$ cat src/rtl/router_ingress_if.sv
// Byte-stream ingress and per-port FIFO write bus for router_ingress.
// Latency: none (signal bundle only).
// Backpressure: in_ready from the controller, fifo_full from each FIFO.
interface router_ingress_if #(
  parameter int DW    = 8,
  parameter int NPORT = 3
);
  logic             in_valid;
  logic [DW-1:0]    in_data;
  logic             in_ready;
  logic [NPORT-1:0] fifo_full;
  logic [DW-1:0]    fifo_din;
  logic [NPORT-1:0] fifo_wr_en;
  logic             lfd_state;
  logic             pkt_done;
  logic             parity_err;
  logic             addr_err;
  logic [7:0]       pkt_count;

  // Ingress controller side: consumes the stream, drives the FIFO bus.
  modport slave (
    input  in_valid, in_data, fifo_full,
    output in_ready, fifo_din, fifo_wr_en, lfd_state,
    output pkt_done, parity_err, addr_err, pkt_count
  );

  // Upstream source and FIFO side.
  modport master (
    output in_valid, in_data, fifo_full,
    input  in_ready, fifo_din, fifo_wr_en, lfd_state,
    input  pkt_done, parity_err, addr_err, pkt_count
  );
endinterface

$ cat src/rtl/router_ingress.sv
// Parses header/payload/parity packets and steers them into one of NPORT FIFOs.
// Latency: header written one cycle after accept; payload bytes pass through combinationally.
// Backpressure: in_ready drops while the addressed FIFO is full; the header write waits on it too.
module router_ingress #(
  parameter int DW    = 8,
  parameter int NPORT = 3
) (
  input  logic           clk,
  input  logic           rst,
  router_ingress_if.slave bus
);
  localparam int AW = 2;
  localparam int LW = DW - AW;
  localparam logic [AW:0] NPORT_L = (AW+1)'(NPORT);

  typedef enum logic [2:0] {IDLE, HDR_WR, PAYLOAD, PARITY, DROP} state_t;

  state_t          state, state_n;
  logic [AW-1:0]   addr;
  logic [LW-1:0]   remain;
  logic [DW-1:0]   hdr;
  logic [DW-1:0]   acc;
  logic            full_sel;
  logic            hdr_ok;
  logic            ready;
  logic            accept;
  logic            wr;
  logic            lfd;
  logic [DW-1:0]   din;
  logic            pkt_done_q, parity_err_q, addr_err_q;
  logic [7:0]      pkt_count_q;

  assign hdr_ok = {1'b0, bus.in_data[AW-1:0]} < NPORT_L;

  // Full flag of the FIFO addressed by the latched header.
  always_comb begin
    full_sel = 1'b0;
    for (int i = 0; i < NPORT; i++)
      if (addr == AW'(i)) full_sel = bus.fifo_full[i];
  end

  // Next-state, handshake and FIFO write decode.
  always_comb begin
    state_n = state;
    ready   = 1'b0;
    wr      = 1'b0;
    lfd     = 1'b0;
    din     = '0;
    case (state)
      IDLE: begin
        ready = 1'b1;
        if (bus.in_valid) state_n = hdr_ok ? HDR_WR : DROP;
      end
      HDR_WR: begin
        if (!full_sel) begin
          wr      = 1'b1;
          lfd     = 1'b1;
          din     = hdr;
          state_n = (remain != '0) ? PAYLOAD : PARITY;
        end
      end
      PAYLOAD: begin
        ready = !full_sel;
        if (bus.in_valid && !full_sel) begin
          wr  = 1'b1;
          din = bus.in_data;
          if (remain == LW'(1)) state_n = PARITY;
        end
      end
      PARITY: begin
        ready = 1'b1;
        if (bus.in_valid) state_n = IDLE;
      end
      DROP: begin
        ready = 1'b1;
        if (bus.in_valid && remain == '0) state_n = IDLE;
      end
      default: state_n = IDLE;
    endcase
    accept = bus.in_valid && ready;
  end

  // One-hot write enable; only ever the latched (valid) address.
  always_comb begin
    bus.fifo_wr_en = '0;
    for (int i = 0; i < NPORT; i++)
      bus.fifo_wr_en[i] = wr && (addr == AW'(i));
  end

  // in_ready is forced low while reset is held, not just after the next edge.
  assign bus.in_ready   = ready && !rst;
  assign bus.fifo_din   = din;
  assign bus.lfd_state  = lfd;
  assign bus.pkt_done   = pkt_done_q;
  assign bus.parity_err = parity_err_q;
  assign bus.addr_err   = addr_err_q;
  assign bus.pkt_count  = pkt_count_q;

  // State register.
  always_ff @(posedge clk or posedge rst) begin
    if (rst) state <= IDLE;
    else     state <= state_n;
  end

  // Header latch, remaining-length counter, parity accumulator and status pulses.
  always_ff @(posedge clk or posedge rst) begin
    if (rst) begin
      addr         <= '0;
      remain       <= '0;
      hdr          <= '0;
      acc          <= '0;
      pkt_done_q   <= 1'b0;
      parity_err_q <= 1'b0;
      addr_err_q   <= 1'b0;
      pkt_count_q  <= '0;
    end else begin
      pkt_done_q   <= 1'b0;
      parity_err_q <= 1'b0;
      addr_err_q   <= 1'b0;
      case (state)
        IDLE: if (accept) begin
          hdr        <= bus.in_data;
          addr       <= bus.in_data[AW-1:0];
          remain     <= bus.in_data[DW-1:AW];
          acc        <= bus.in_data;
          addr_err_q <= !hdr_ok;
        end
        PAYLOAD: if (accept) begin
          acc    <= acc ^ bus.in_data;
          remain <= remain - 1'b1;
        end
        PARITY: if (accept) begin
          pkt_done_q   <= 1'b1;
          parity_err_q <= (bus.in_data != acc);
          pkt_count_q  <= pkt_count_q + 8'd1;
        end
        DROP: if (accept && remain != '0) remain <= remain - 1'b1;
        default: ;
      endcase
    end
  end
endmodule

$ cat src/flat_wrapper.sv
// flat-port wrapper written by rule: the top's interface ports become plain ports
module router_ingress_flat 
#(
  parameter int DW    = 8,
  parameter int NPORT = 3
)
  (clk, rst, bus_in_valid, bus_in_data, bus_fifo_full, bus_in_ready, bus_fifo_din, bus_fifo_wr_en, bus_lfd_state, bus_pkt_done, bus_parity_err, bus_addr_err, bus_pkt_count);
  router_ingress_if #(.DW(DW), .NPORT(NPORT)) bus_i ();
  input  logic clk;
  input  logic rst;
  input wire logic [$bits(bus_i.in_valid)-1:0] bus_in_valid;
  input wire logic [$bits(bus_i.in_data)-1:0] bus_in_data;
  input wire logic [$bits(bus_i.fifo_full)-1:0] bus_fifo_full;
  output wire logic [$bits(bus_i.in_ready)-1:0] bus_in_ready;
  output wire logic [$bits(bus_i.fifo_din)-1:0] bus_fifo_din;
  output wire logic [$bits(bus_i.fifo_wr_en)-1:0] bus_fifo_wr_en;
  output wire logic [$bits(bus_i.lfd_state)-1:0] bus_lfd_state;
  output wire logic [$bits(bus_i.pkt_done)-1:0] bus_pkt_done;
  output wire logic [$bits(bus_i.parity_err)-1:0] bus_parity_err;
  output wire logic [$bits(bus_i.addr_err)-1:0] bus_addr_err;
  output wire logic [$bits(bus_i.pkt_count)-1:0] bus_pkt_count;
  assign bus_i.in_valid = bus_in_valid;
  assign bus_i.in_data = bus_in_data;
  assign bus_i.fifo_full = bus_fifo_full;
  assign bus_in_ready = bus_i.in_ready;
  assign bus_fifo_din = bus_i.fifo_din;
  assign bus_fifo_wr_en = bus_i.fifo_wr_en;
  assign bus_lfd_state = bus_i.lfd_state;
  assign bus_pkt_done = bus_i.pkt_done;
  assign bus_parity_err = bus_i.parity_err;
  assign bus_addr_err = bus_i.addr_err;
  assign bus_pkt_count = bus_i.pkt_count;
  router_ingress #(.DW(DW), .NPORT(NPORT)) u_core (.clk(clk), .rst(rst), .bus(bus_i));
endmodule
$ cat config.mk
export PLATFORM = sky130hd
export DESIGN_NAME = router_ingress_flat
export DESIGN_NICKNAME = d
export VERILOG_FILES = /design/src/rtl/router_ingress_if.sv /design/src/rtl/router_ingress.sv /design/src/flat_wrapper.sv
export SDC_FILE = /design/constraint.sdc
export NUM_CORES = 1
export LEC_CHECK = 0
export ABC_AREA = 0
export BUFFER_PORTS_ARGS = -buffer_cell sky130_fd_sc_hd__buf_2
export CAP_MARGIN = 20
export CORE_MARGIN = 1.5
export CORE_UTILIZATION = 50
export DETAILED_ROUTE_END_ITERATION = 7
export PLACE_DENSITY = 0.8
export SETUP_SLACK_MARGIN = 0.1
export SLEW_MARGIN = 15
export SYNTH_ARGS = -nofsm -noshare
export SYNTH_HDL_FRONTEND = slang
export SYNTH_SLANG_ARGS = --single-unit
$ cat constraint.sdc
create_clock -name clk -period 2.2 [get_ports clk]
set_input_delay 0.33 -clock clk [delete_from_list [all_inputs] [get_ports clk]]
set_output_delay 0.33 -clock clk [all_outputs]
set_load 0.02 [all_outputs]
==> run summary <==
The run finished with clean final reports. Wires add up to 5420 um. The tools report the critical path data arrival time as 1.77 ns. In this run the mean area of a mapped cell was 9.57 sq um.

At the end of routability-driven placement, the weighted congestion stood at 0.837. 0 antenna diodes ended up in the layout. Between clock sinks in the finished design, the worst skew comes to 0.00889 ns. Together, buffers and inverters on the worst path number 2. The share of async-settable or async-resettable flops after synthesis works out to 100%. The number of global-route vias before repair was 1733.

STA classifies the critical path startpoint as a flop. After detailed routing, the number of remaining DRC violations is 0. The number of failing hold endpoints at the final stage is 0. Capture point of the worst reg-to-reg path: u_core.remain[1]. At the pin with the least slew margin, the transition time is 0.450 ns. Data on the critical path is required at its endpoint by 1.87 ns. Measured along the y axis, the die boundary spans 69.2 um.

The run gives 3450 um as the HPWL after detailed placement. The number of input and output port buffers inserted came out at 37. The internal power of the cells is 2080 uW. In the layout the commonest cells are 39 x sky130_fd_sc_hd__nand2_1, 31 x sky130_fd_sc_hd__dfrtp_1, 28 x sky130_fd_sc_hd__buf_2. For the latest clock arrival within the worst-skew pair, the log shows 0.28 ns.

Of the total power, the clock network draws 12.5%. The run gives 0.00479 sq mm as the total die area. The final layout contains 296 nets. The library cell used most frequently in the layout, excluding fill and tap cells, is sky130_fd_sc_hd__nand2_1. The tools report the top achievable clock speed as 476 MHz. Measured against its own limit, the worst slew margin works out to 70.0%. In this run the power density over the cells is 1370 mW/mm^2. Combinational cells account for 54.1% of the total power. For the largest net degree at the start of global routing, the log shows 37.

The core utilization of the finished layout is 66.4%. Synthesized instance count: 229. Setup repair after global routing could not meet its margin everywhere. The logs give 0 for the initial antenna violation count and 0.00219 sq mm for the netlist area before placement. Prior to clock tree synthesis, the placed netlist has a worst setup slack of 0.169 ns. After filler insertion, the fill cell instance count of the layout stands at 303.

For this run the aggregate overflow at the end of global routing stands at 0. The fraction of power spent switching nets is 44.7%. Die width: 69.2 um. Layout overhead on the synthesized area: 24.7%. Among the stages of the critical path, the cell type that occurs most often is sky130_fd_sc_hd__buf_6. The run gives 310 as the cell total after placement.

Across all register-to-register paths, the minimum setup slack is 0.31 ns. Sequential cells were found to cover 41.1% of the synthesized design area. After detailed routing, the average wire length per cell comes to 16.5 um. The total of flip-flops plus latches after synthesis was 36; the final period utilization was 95.6%. Worst-path cell with the longest stage delay: sky130_fd_sc_hd__dfrtp_2. For this design the top-level I/O count stands at 38. In this run the number of H-tree levels came out at 2.

Using the TritonRoute via totals, the vias-per-cell ratio works out to 5.99. For this run, the leading register cell type out of synthesis is sky130_fd_sc_hd__dfrtp_1. For this run, the total global-route usage over all layers was measured as 21.5%. The number of buffers added by the clock tree synthesis step was 5.

The count of yosys warnings during synthesis is 0, and the final-layout setup total negative slack is 0 ns. The number of cells on the worst reg-to-reg path is 6. The minimum period implied by the final worst setup slack was 2.10 ns; the post-synth net total was 247. The cell sitting at the root of the clock tree is a sky130_fd_sc_hd__clkbuf_8. The maximum net fanout on the critical path was 4. The post-route netlist has 31.2% of its cells at a drive strength greater than 1. The portion of total power attributed to sequential cells is 33.3%, and the total of max-cap violations is 0. The core box area was 0.00412 sq mm; the via count was 1970.

The cell class contributing the biggest share of worst-path delay is flip-flops. The final worst slack is 0.0979 ns. The clock drives 36 sinks. After clock tree synthesis, the clock-pin slew on the worst setup and hold paths is 0.08 ns. The switching power is 1680 uW. In this run the deepest clock path goes through 2 buffers.

The beginning of the worst register-to-register path is u_core.hdr[0]. The pre-antenna-repair detailed-routing pass consisted of 4 iterations. Post-layout instance area: 0.00273 sq mm.

TritonCTS built the clock tree. The detailed router finished its first iteration with 226 violations. The initialized floorplan defines 23 standard-cell rows. After detailed placement, the total cell area comes to 0.00244 sq mm. On the worst path, the slowest cell contributes a delay of 0.43 ns. The critical path endpoint category is an output port.

Once the floorplan was initialized, standard cells occupied 53.2% of the core. The critical path in this run is classified as flop to output port. The netlist uses 54 different library cells. In this run, synthesis inferred 0 flip-flops with an integrated enable. The first global-routing pass estimated 8490 um of wire. The worst hold-check path type was primary input to asynchronous set/reset pin. Across the VDD grid, the largest voltage drop is 0.000700 V.

In this run the remaining antenna-violating nets after routing total 0. The final-report max-slew violation count is 0, and the count of endpoints failing setup in the final report is 0. Summed over all cells, the static leakage comes to 0.00125 uW. The run gives 329 as the post-layout instance count excluding filler cells. Walking the worst path, the cells encountered are mux2i_4 -> o211ai_2 -> nor3_4 -> buf_6 -> a22o_1 -> buf_6.
## flip-flops by register name, indices dropped and copies added (netlist names)
name,flops
u_core.acc,8
u_core.bus.pkt_count,8
u_core.remain,6
u_core.hdr,8
u_core.bus.pkt_done,1
u_core.bus.addr_err,1
u_core.state,3
u_core.bus.parity_err,1
## per-stage QoR
step / hold WS, ns / total power [uW]
after floorplan: 0.435 / 2510
after global routing: 0.190 / 3990
after detailed placement: 0.465 / 2950
after global placement: 0.455 / 2910
final: 0.136 / 3750
after CTS: 0.172 / 3520
## worst max path at each step
stage | depth (start not counted) | slack (ns) | from | endpoint
3_3_place_gp | 5 | 0.21 | u_core.hdr[0] | bus_fifo_din[5]
4_1_cts | 6 | 0.10 | u_core.hdr[0] | bus_fifo_din[5]
3_5_place_dp | 5 | 0.17 | u_core.hdr[0] | bus_fifo_din[3]
2_1_floorplan | 6 | 0.15 | u_core.state[2] | bus_fifo_wr_en[0]
6_report | 6 | 0.1 | u_core.hdr[0] | bus_fifo_din[7]
5_1_grt | 6 | -0.004 | u_core.hdr[0] | bus_fifo_din[7]
## area by class of cell
type                    count  area (sq um)  share of cell area, %
repair buffers             58           410                   15.0
clock buffers               5          68.8                   2.52
well taps                  50          62.6                   2.29
flip-flops and latches     36           907                   33.2
clock inverters             3          18.8                  0.687
multi-input cells         171          1240                   45.5
inverters                   6          22.5                  0.824
## Yosys cell counts, types with 3 or more instances
library cell	n	area share, %
sky130_fd_sc_hd__nand2_1	39	6.7
sky130_fd_sc_hd__dfrtp_1	36	41
sky130_fd_sc_hd__o211ai_1	16	5.5
sky130_fd_sc_hd__xor2_1	10	4.0
sky130_fd_sc_hd__a22o_1	8	3.2
sky130_fd_sc_hd__clkbuf_1	8	1.4
sky130_fd_sc_hd__nand3b_1	8	2.7
sky130_fd_sc_hd__a21oi_1	6	1.4
sky130_fd_sc_hd__and3_1	6	1.7
sky130_fd_sc_hd__inv_1	6	1.0
sky130_fd_sc_hd__o21ai_0	6	1.4
sky130_fd_sc_hd__xnor2_1	6	2.4
sky130_fd_sc_hd__buf_2	5	1.1
sky130_fd_sc_hd__a211oi_1	4	1.4
sky130_fd_sc_hd__ha_1	4	2.3
sky130_fd_sc_hd__nand3_1	4	0.91
sky130_fd_sc_hd__nor2_1	4	0.69
sky130_fd_sc_hd__nor3_1	4	0.91
sky130_fd_sc_hd__o221ai_1	4	1.6
sky130_fd_sc_hd__o2bb2ai_1	4	1.6
sky130_fd_sc_hd__nand4_1	3	0.86
sky130_fd_sc_hd__nor4_1	3	0.86
## power groups by stage
stage	Combinational, uW	Clock (uW)	Sequential (uW)
after floorplan	1310	0	1200
after global placement	1650	0	1250
after detailed placement	1690	0	1260
after CTS	1810	478	1240
after global routing	2200	507	1290
final	2030	471	1250
## per-layer routing
| layer | vias to the layer above | GRT usage (%) | wire length (um) |
|---|---|---|---|
| met5 | - | 0 | 0 |
| met4 | 0 | 6.32 | 121 |
| met3 | 9 | 3.34 | 317 |
| met2 | 71 | 33.3 | 2520 |
| met1 | 945 | 31.3 | 2460 |
| li1 | 945 | - | - |
## worst register-to-register path, stage by stage (launching register included)
cell	delay [ns]
sky130_fd_sc_hd__dfrtp_2	0.46
sky130_fd_sc_hd__mux2i_4	0.22
sky130_fd_sc_hd__buf_6	0.12
sky130_fd_sc_hd__o211a_4	0.25
sky130_fd_sc_hd__buf_4	0.16
sky130_fd_sc_hd__o21ai_4	0.25
sky130_fd_sc_hd__mux2_4	0.32
## cell families (layout without fill, tap and decap cells)
| group | Yosys count | after routing | synth area share, % |
|---|---|---|---|
| simple gates | 85 | 85 | 21.5 |
| compound gates | 62 | 62 | 22.0 |
| flops | 36 | 36 | 41.1 |
| buf+inv | 22 | 72 | 4.63 |
| xor+xnor | 16 | 16 | 6.40 |
| fa+ha+maj | 4 | 4 | 2.28 |
| mux | 4 | 4 | 2.11 |
## what timing repair did
action	CTS	global route
gates resized for setup	6	30
setup endpoints to repair	13	12
pin swaps	2	14
hold buffers	0	0
buffers inserted	6	5
Note: power is estimated with default switching activity, not from simulation.
